<file path="config.mk">
export PLATFORM = sky130hd
export DESIGN_NAME = router_pkt_reader
export DESIGN_NICKNAME = d
export VERILOG_FILES = /design/src/rtl/router_rx_pkg.sv /design/src/rtl/router_rx_skid.sv /design/src/rtl/router_pkt_reader.sv
export SDC_FILE = /design/constraint.sdc
export NUM_CORES = 1
export LEC_CHECK = 0
export CORE_MARGIN = 2
export CORE_UTILIZATION = 59
export CTS_CLUSTER_SIZE = 16
export DETAILED_ROUTE_END_ITERATION = 12
export PLACE_DENSITY = 0.92
export SLEW_MARGIN = 10
export SYNTH_ARGS = -nofsm -noshare
export SYNTH_HDL_FRONTEND = slang
export SYNTH_HIERARCHICAL = 1
export SYNTH_SLANG_ARGS = --single-unit
</file>
<file path="constraint.sdc">
create_clock -name clk -period 7.88 [get_ports clk]
set_input_delay 1.576 -clock clk [delete_from_list [all_inputs] [get_ports clk]]
set_output_delay 1.576 -clock clk [all_outputs]
set_load 0.05 [all_outputs]
</file>
<file path="src/rtl/router_rx_pkg.sv">
// Shared types and constants for the router packet reader.
// Holds the reader FSM state enum, field widths and header slice bounds.
package router_rx_pkg;

   localparam int LEN_W = 6;
   localparam int ADDR_W = 2;

   localparam int HDR_LEN_HI = 7;
   localparam int HDR_LEN_LO = 2;
   localparam int HDR_ADDR_HI = 1;
   localparam int HDR_ADDR_LO = 0;

   typedef enum logic [1:0] {
      ST_HDR,
      ST_PAYLOAD,
      ST_PARITY,
      ST_DONE
   } rx_state_e;

endpackage

</file>
<file path="src/rtl/router_rx_skid.sv">
// Circular output buffer of DEPTH entries holding payload byte + last flag.
// Ports: i_push/i_data/i_last write, i_pop read, o_data/o_last/o_valid head, o_count occupancy.
module router_rx_skid #(
   parameter int DEPTH = 2,
   localparam int PW = (DEPTH > 1) ? $clog2(DEPTH) : 1,
   localparam int CW = $clog2(DEPTH + 1)
) (
   input  logic          clk,
   input  logic          resetn,
   input  logic          i_push,
   input  logic [7:0]    i_data,
   input  logic          i_last,
   input  logic          i_pop,
   output logic [7:0]    o_data,
   output logic          o_last,
   output logic          o_valid,
   output logic [CW-1:0] o_count
);

   localparam logic [PW-1:0] LAST_IDX = PW'(DEPTH - 1);

   logic [8:0]    r_mem [DEPTH];
   logic [PW-1:0] r_wr;
   logic [PW-1:0] r_rd;
   logic [CW-1:0] r_cnt;

   always_ff @(posedge clk or negedge resetn) begin
      if (!resetn) begin
         for (int i = 0; i < DEPTH; i++) r_mem[i] <= '0;
         r_wr  <= '0;
         r_rd  <= '0;
         r_cnt <= '0;
      end else begin
         if (i_push) begin
            r_mem[r_wr] <= {i_last, i_data};
            r_wr <= (r_wr == LAST_IDX) ? '0 : r_wr + 1'b1;
         end
         if (i_pop) r_rd <= (r_rd == LAST_IDX) ? '0 : r_rd + 1'b1;
         unique case ({i_push, i_pop})
            2'b10:   r_cnt <= r_cnt + 1'b1;
            2'b01:   r_cnt <= r_cnt - 1'b1;
            default: r_cnt <= r_cnt;
         endcase
      end
   end

   // Head is masked when empty so idle outputs read as zero.
   assign o_valid = (r_cnt != '0);
   assign o_data  = o_valid ? r_mem[r_rd][7:0] : 8'h00;
   assign o_last  = o_valid ? r_mem[r_rd][8] : 1'b0;
   assign o_count = r_cnt;

endmodule

</file>
<file path="src/rtl/router_pkt_reader.sv">
// Drains one router output FIFO: parses header, streams payload, checks parity.
// Ports: FIFO side (empty, fifo_data, read_enb), stream (out_*), status (pkt_*). Macro: RX_PARITY_CHECK_EN.
module router_pkt_reader
   import router_rx_pkg::*;
#(
   parameter int SKID_DEPTH = 2,
   parameter int ADDR_MAX = 2
) (
   input  logic              clk,
   input  logic              resetn,
   input  logic              empty,
   input  logic [7:0]        fifo_data,
   output logic              read_enb,
   output logic [7:0]        out_data,
   output logic              out_valid,
   output logic              out_last,
   input  logic              out_ready,
   output logic              pkt_done,
   output logic [ADDR_W-1:0] pkt_addr,
   output logic [LEN_W-1:0]  pkt_len,
   output logic              pkt_err
);

   localparam int CW = $clog2(SKID_DEPTH + 1);

   rx_state_e         r_state;
   rx_state_e         w_next;
   logic              r_live;
   logic              r_issued;
   logic              r_rd_hdr;
   logic              r_rd_pay;
   logic              r_rd_par;
   logic [LEN_W-1:0]  r_req;
   logic [LEN_W-1:0]  r_rcv;
   logic [ADDR_W-1:0] r_addr;
   logic [LEN_W-1:0]  r_len;
   logic              r_err;
   logic              w_pop;
   logic              w_credit_ok;
   logic              w_last;
   logic              w_par_bad;
   logic [CW-1:0]     w_cnt;
   logic [LEN_W-1:0]  w_hdr_len;
   logic [ADDR_W-1:0] w_hdr_addr;

   assign w_hdr_len  = fifo_data[HDR_LEN_HI:HDR_LEN_LO];
   assign w_hdr_addr = fifo_data[HDR_ADDR_HI:HDR_ADDR_LO];
   assign w_pop      = out_valid & out_ready;
   assign w_last     = ((r_rcv + 1'b1) == r_len);

   // A pop this cycle frees a slot before the read's data can land.
   always_comb begin
      w_credit_ok = (SKID_DEPTH - int'(w_cnt) - int'(r_rd_pay) + int'(w_pop)) >= 1;
   end

   always_ff @(posedge clk or negedge resetn) begin
      if (!resetn) r_state <= ST_HDR;
      else         r_state <= w_next;
   end

   always_comb begin
      w_next = r_state;
      unique case (r_state)
         ST_HDR:
            if (r_rd_hdr) w_next = (w_hdr_len == '0) ? ST_PARITY : ST_PAYLOAD;
         ST_PAYLOAD:
            if (read_enb && r_req == LEN_W'(1)) w_next = ST_PARITY;
         ST_PARITY:
            if (r_rd_par) w_next = ST_DONE;
         ST_DONE:
            w_next = ST_HDR;
         default:
            w_next = ST_HDR;
      endcase
   end

   always_comb begin
      read_enb = 1'b0;
      pkt_done = 1'b0;
      unique case (r_state)
         ST_HDR:     read_enb = r_live && !empty && !r_issued;
         ST_PAYLOAD: read_enb = r_live && !empty && (r_req != '0) && w_credit_ok;
         ST_PARITY:  read_enb = r_live && !empty && !r_issued;
         ST_DONE:    pkt_done = 1'b1;
         default:    read_enb = 1'b0;
      endcase
   end

   always_ff @(posedge clk or negedge resetn) begin
      if (!resetn) begin
         r_live   <= 1'b0;
         r_issued <= 1'b0;
         r_rd_hdr <= 1'b0;
         r_rd_pay <= 1'b0;
         r_rd_par <= 1'b0;
         r_req    <= '0;
         r_rcv    <= '0;
         r_addr   <= '0;
         r_len    <= '0;
         r_err    <= 1'b0;
      end else begin
         r_live   <= 1'b1;
         r_rd_hdr <= read_enb && (r_state == ST_HDR);
         r_rd_pay <= read_enb && (r_state == ST_PAYLOAD);
         r_rd_par <= read_enb && (r_state == ST_PARITY);
         if (r_rd_hdr || r_rd_par)
            r_issued <= 1'b0;
         else if (read_enb && r_state != ST_PAYLOAD)
            r_issued <= 1'b1;
         if (r_rd_hdr) begin
            r_addr <= w_hdr_addr;
            r_len  <= w_hdr_len;
            r_req  <= w_hdr_len;
            r_rcv  <= '0;
            r_err  <= int'(w_hdr_addr) > ADDR_MAX;
         end else if (read_enb && r_state == ST_PAYLOAD) begin
            r_req <= r_req - 1'b1;
         end
         if (r_rd_pay) r_rcv <= r_rcv + 1'b1;
         if (r_rd_par) r_err <= r_err | w_par_bad;
      end
   end

`ifdef RX_PARITY_CHECK_EN
   logic [7:0] r_par;

   always_ff @(posedge clk or negedge resetn) begin
      if (!resetn)       r_par <= '0;
      else if (r_rd_hdr) r_par <= fifo_data;
      else if (r_rd_pay) r_par <= r_par ^ fifo_data;
   end

   assign w_par_bad = (fifo_data != r_par);
`else
   assign w_par_bad = 1'b0;
`endif

   router_rx_skid #(
      .DEPTH (SKID_DEPTH)
   ) u_skid (
      .clk     (clk),
      .resetn  (resetn),
      .i_push  (r_rd_pay),
      .i_data  (fifo_data),
      .i_last  (w_last),
      .i_pop   (w_pop),
      .o_data  (out_data),
      .o_last  (out_last),
      .o_valid (out_valid),
      .o_count (w_cnt)
   );

   assign pkt_addr = r_addr;
   assign pkt_len  = r_len;
   assign pkt_err  = r_err;

endmodule

</file>
Word-level counts from Yosys, hierarchy flattened
Index checks and enable logic that the tools add are counted.

Logic and storage cells: 93. Bits in registers: 50. Bits of input ports: 12.

Add/subtract/negate cells: 9. Multiplexer cells: 24. Reduce and logical (&&, ||, !) cells: 24. Equality and inequality tests: 11. Bitwise operators: 4. Order comparisons: 5.

Operators with widths (count): 9-bit two-way mux (4); 6-bit two-way mux (4); 18-bit bitwise mux (1); 1-bit logical AND (10); 2-bit nonzero test (5); 9-bit demux with 1-bit select (1); 2-bit two-way mux (4); 8-bit two-way mux (1); 2-bit case mux with 4 select lines (1); 6-bit by 1-bit adder with 6-bit output, second input constant (1); 2-bit == test, second input constant (3); 6-bit by 1-bit == test with 1-bit output, second input constant (1); 6-bit == test (1); 6-bit logical NOT (1); 1-bit two-way mux (6); 2-bit inequality test, second input constant (3); 6-bit nonzero test (1); 6-bit by 1-bit subtractor with 6-bit output, second input constant (1); 4-bit by 2-bit adder with 5-bit output (1); 5-bit by 2-bit greater-or-equal comparator with 1-bit output, second input constant (1); 2-bit by 1-bit == test with 1-bit output, second input constant (2); 2-bit greater-or-equal comparator, second input constant (2); 1-bit inverter with 2-bit output (2); 2-bit case mux with 2 select lines (1); other kinds (17) (19).

Depth between registers and ports, before layout
Depth after elaboration: 9. Depth in mapped cells: 13. Mapped depth without buffers: 13.

By module
Netlist, hierarchy kept.

Modules (own cells, without submodules): router_pkt_reader (times used 1, cells each 169, area each 1669.1 µm², seq. area each 700.7 µm²); router_rx_skid (times used 1, cells each 71, area each 970.9 µm², seq. area each 550.5 µm²).

Worst setup path before layout
Ideal clock, no wire load.

Path kind: input-to-output. From: input out_ready. To: output read_enb. Stages: 10. Arrival time: 3.498 ns. Data required time: 6.304 ns. Path slack: 2.806 ns. Cells stage by stage: and2_1 ha_1 inv_1 fa_1 inv_1 ha_1 o21ai_0 a21oi_1 a21oi_1 nor2_1.

Cells in the longest elaborated chain, start to end: 5.

Ends and longest elaborated chain: from (decl) (line router_pkt_reader.sv:17) `input logic out_ready,`; 1-bit bitwise AND (line router_pkt_reader.sv:48) `assign w_pop = out_valid & out_ready;`; 4-bit by 2-bit adder with 5-bit output (line router_pkt_reader.sv:53) `w_credit_ok = (SKID_DEPTH - int'(w_cnt) - int'(r_rd_pay) + int'(w_pop)) >= 1;`; 5-bit by 2-bit greater-or-equal comparator with 1-bit output (line router_pkt_reader.sv:53); 1-bit logical AND (line router_pkt_reader.sv:82) `ST_PAYLOAD: read_enb = r_live && !empty && (r_req != '0) && w_credit_ok;`; 1-bit case mux with 2 select lines (line router_pkt_reader.sv:80) `unique case (r_state)`; to (decl) (line router_pkt_reader.sv:13) `output logic read_enb,`.

No other way between the ends.

Final worst setup path
From: input out_ready. To: output read_enb.

Cells in the longest elaborated chain, start to end: 5.

Ends and longest elaborated chain: 1-bit bitwise AND (line router_pkt_reader.sv:48); via w_pop (line router_pkt_reader.sv:38) `logic w_pop;`; 4-bit by 2-bit adder with 5-bit output (line router_pkt_reader.sv:53); 5-bit by 2-bit greater-or-equal comparator with 1-bit output (line router_pkt_reader.sv:53); 1-bit logical AND (line router_pkt_reader.sv:82); 1-bit case mux with 2 select lines (line router_pkt_reader.sv:80).

The timed path passes the listed nets, and every way through them passes these cells.

==> flow_metrics.py <==
metrics = {
    "sta": {
        "hold_viol_final": 0,
        "worst_slew_pin_slew_ns": 0.740,
        "rsz0062_at_grt": "false",
        "fin_crit_ns": 6.05,
        "setup_ws_ns": 1.83,
        "slew_headroom": 0.505,
        "finalSetupTns_ns": 0,
        "skew_ns": 0.00745,
        "slew_viol_final": 0,
        "finalSetupViolations": 0,
        "fmax_mhz": 165,
        "post-route-period-util": 0.768,
    },
    "power_and_ir_drop": {
        "switching_share": 0.466,
        "switchingPower_w": 0.000663,
        "leakagePower_nw": 1.37,
        "ir_drop_uv": 341,
        "p_int_w": 0.000760,
        "p_comb_frac": 0.559,
        "clock_power_share": 0.107,
        "p_seq_frac": 0.334,
        "power.density_mw_per_mm2": 459,
    },
    "yosys": {
        "synthDistinctLibCells": 49,
        "synth-edff-count": 0,
        "synth_ff_type": "dfrtp_1",
        "yosys_register_bits": 50,
        "ys_seq_area_frac": 0.474,
        "synth-async-reset-ratio": 1.00,
        "synthCells": 240,
        "syn_area_per_cell_um2": 11.0,
        "synth_nets": 268,
        "synth_area_mm2": 0.00264,
        "ys_warn_count": 6,
    },
    "cts": {
        "ctsHoldBuffers": 0,
        "cts_tree": "built",
        "cts_resized": 0,
        "htree_levels": 2,
        "insertion_delay_ns": 0.30,
        "cts_sinks": 50,
        "cts_root_buffer": "clkbuf_8",
        "clkTransAtPathRegs_ns": 0.08,
        "clock_path_buffers": 2,
        "numCtsBuffers": 5,
        "post_cts.repair.setup_buffers": 0,
    },
    "outcome": {
        "status": "finished, final reports clean",
    },
    "worst_setup_path": {
        "cp-start-kind": "input port",
        "critPathMaxFanout": 3,
        "critPathMaxStageDelay_ns": 0.72,
        "path_buf_inv": 4,
        "crit_arrival_ns": 4.48,
        "crit_family": "buffers and inverters",
        "path_class": "in -> out",
        "r2r-start": "u_skid/o_count[0]",
        "required_ns": 6.30,
        "critPathSlowestCell": "clkdlybuf4s50_1",
        "crit_start": "out_ready",
        "end_kind": "primary output",
        "critical_path.cell_chain": "clkdlybuf4s50_1, and2_1, ha_1, inv_1, fa_1, inv_1, ha_1, nor2_1, o211ai_1, a21oi_1, nor2_1, clkdlybuf4s50_1",
    },
    "run": {
        "drv_cap": 0,
    },
    "final_layout": {
        "drive_gt1_frac": 0.149,
        "utilization": 0.717,
        "final_cells": 328,
        "final_cell_mix": "dfrtp_1 (50), clkdlybuf4s50_1 (31), mux2_2 (24), inv_1 (20), nor2_1 (20)",
        "area_delta_synth_final_pct": 17.4,
        "mostFrequentLayoutCell": "dfrtp_1",
        "nets": 303,
        "antenna_cells": 0,
    },
    "route": {
        "routedWlPerCell_um": 16.0,
        "drt-total-wl_mm": 5.25,
        "vias": 1947,
        "drt_iter0_markers": 123,
        "vias_per_cell": 5.94,
        "dr.pass1.iters": 5,
        "ant_nets": 0,
        "drc": 0,
    },
    "placement": {
        "gp_congestion": 0.822,
        "dp_hpwl_mm": 3.77,
        "io_buffer_count": 32,
        "dp_cells": 320,
        "place_ws_ns": 1.89,
    },
    "global_route": {
        "antenna_found_initial": 0,
        "grt_pass1_vias": 1937,
        "grtUsageTotal": 0.227,
        "grt_max_degree": 51,
        "grt_pass1_wl_mm": 9.06,
        "overflow": 0,
    },
    "floorplan": {
        "initial_utilization": 0.611,
        "num_io_pins": 33,
        "die_w_um": 70.9,
        "core-area_mm2": 0.00432,
        "die_y_um": 70.9,
        "die_area_mm2": 0.00503,
        "std_cell_rows": 24,
    },
    "worst_hold_path": {
        "min_from": "r_rd_par",
        "holdCritPathClass": "reg -> reg",
    },
}
## logic make-up (layout without fill, tap and decap cells)
| group | after synthesis | after routing | share of synthesized area |
|---|---|---|---|
| mux | 35 | 35 | 0.145 |
| fa+ha+maj | 16 | 16 | 0.0815 |
| buf+inv | 26 | 62 | 0.0384 |
| xor+xnor | 15 | 15 | 0.0498 |
| compound gates | 37 | 37 | 0.0938 |
| simple gates | 60 | 60 | 0.117 |
| flops | 50 | 50 | 0.474 |
| other cells | 1 | 1 | 0.00142 |
## worst paths after layout
check                           cells after the start  slack [ns]          to
worst max-delay path                               12        1.83    read_enb
worst min-delay path                                1        0.49     pkt_err
worst min register to register                      1        0.49     pkt_err
max in group asynchronous                           1        6.18    r_issued
worst max register to register                     13        4.48  r_state[1]
min in group asynchronous                           1        1.29    r_req[2]
## cells in the mapped netlist, drive strengths merged (2+ instances only)
cell type,instances,share of area
nand2,13,0.019
nor3,3,0.0057
mux2,25,0.11
dfrtp,50,0.47
o22ai,2,0.0047
ha,14,0.066
nor2,21,0.033
mux2i,10,0.038
inv,21,0.030
xor2,7,0.023
nor3b,2,0.0057
a31oi,5,0.012
fa,2,0.015
o31ai,3,0.0085
or4,3,0.010
or3,5,0.012
and2,3,0.0071
o21ai,12,0.023
buf,4,0.0071
a21oi,3,0.0057
xnor2,8,0.027
nand3,4,0.0076
## per-layer routing
metal	global-route usage	share of wire	wire length (um)	vias to the layer above
met3	0.0328	0.034	179	5
met1	0.314	0.46	2420	988
met4	0.0503	0.0067	35	0
met5	0	0	0	-
met2	0.386	0.50	2610	46
li1	-	-	-	908
## registers in the layout, indices dropped and copies added, names as in the netlist
name	count
pkt_addr	2
pkt_err	1
pkt_len	6
r_issued	1
r_live	1
r_rcv	6
r_rd_hdr	1
r_rd_par	1
r_rd_pay	1
r_req	6
r_state	2
u_skid/o_count	2
u_skid/r_mem	18
u_skid/r_rd	1
u_skid/r_wr	1
## area by class of cell
class,count,area (um^2)
clock buffers,6,82.6
clock inverters,2,12.5
fillers,315,1220
inverters,22,82.6
multi-input cells,164,1290
flip-flops and latches,50,1250
well taps,52,65.1
repair buffers,32,318
## power groups by stage
stage	Sequential, W	Combinational (W)	Clock [W]
floorplan	0.000516	0.000521	0
detailed placement	0.000476	0.000789	0
finish	0.000475	0.000796	0.000152
global placement	0.000470	0.000765	0
global route	0.000492	0.000862	0.000164
CTS	0.000474	0.000796	0.000155
## through the flow
| step | cell area (um^2) | hold WS [ns] | power, W |
|---|---|---|---|
| 6_report | 3100 | 0.494 | 0.00142 |
| 5_1_grt | 3100 | 0.517 | 0.00152 |
| 4_1_cts | 3100 | 0.504 | 0.00142 |
| 3_5_place_dp | 3000 | 0.489 | 0.00126 |
| 3_3_place_gp | 3000 | 0.474 | 0.00123 |
| 2_1_floorplan | 2640 | 0.446 | 0.00104 |
Power figures use the tool's default switching activity.
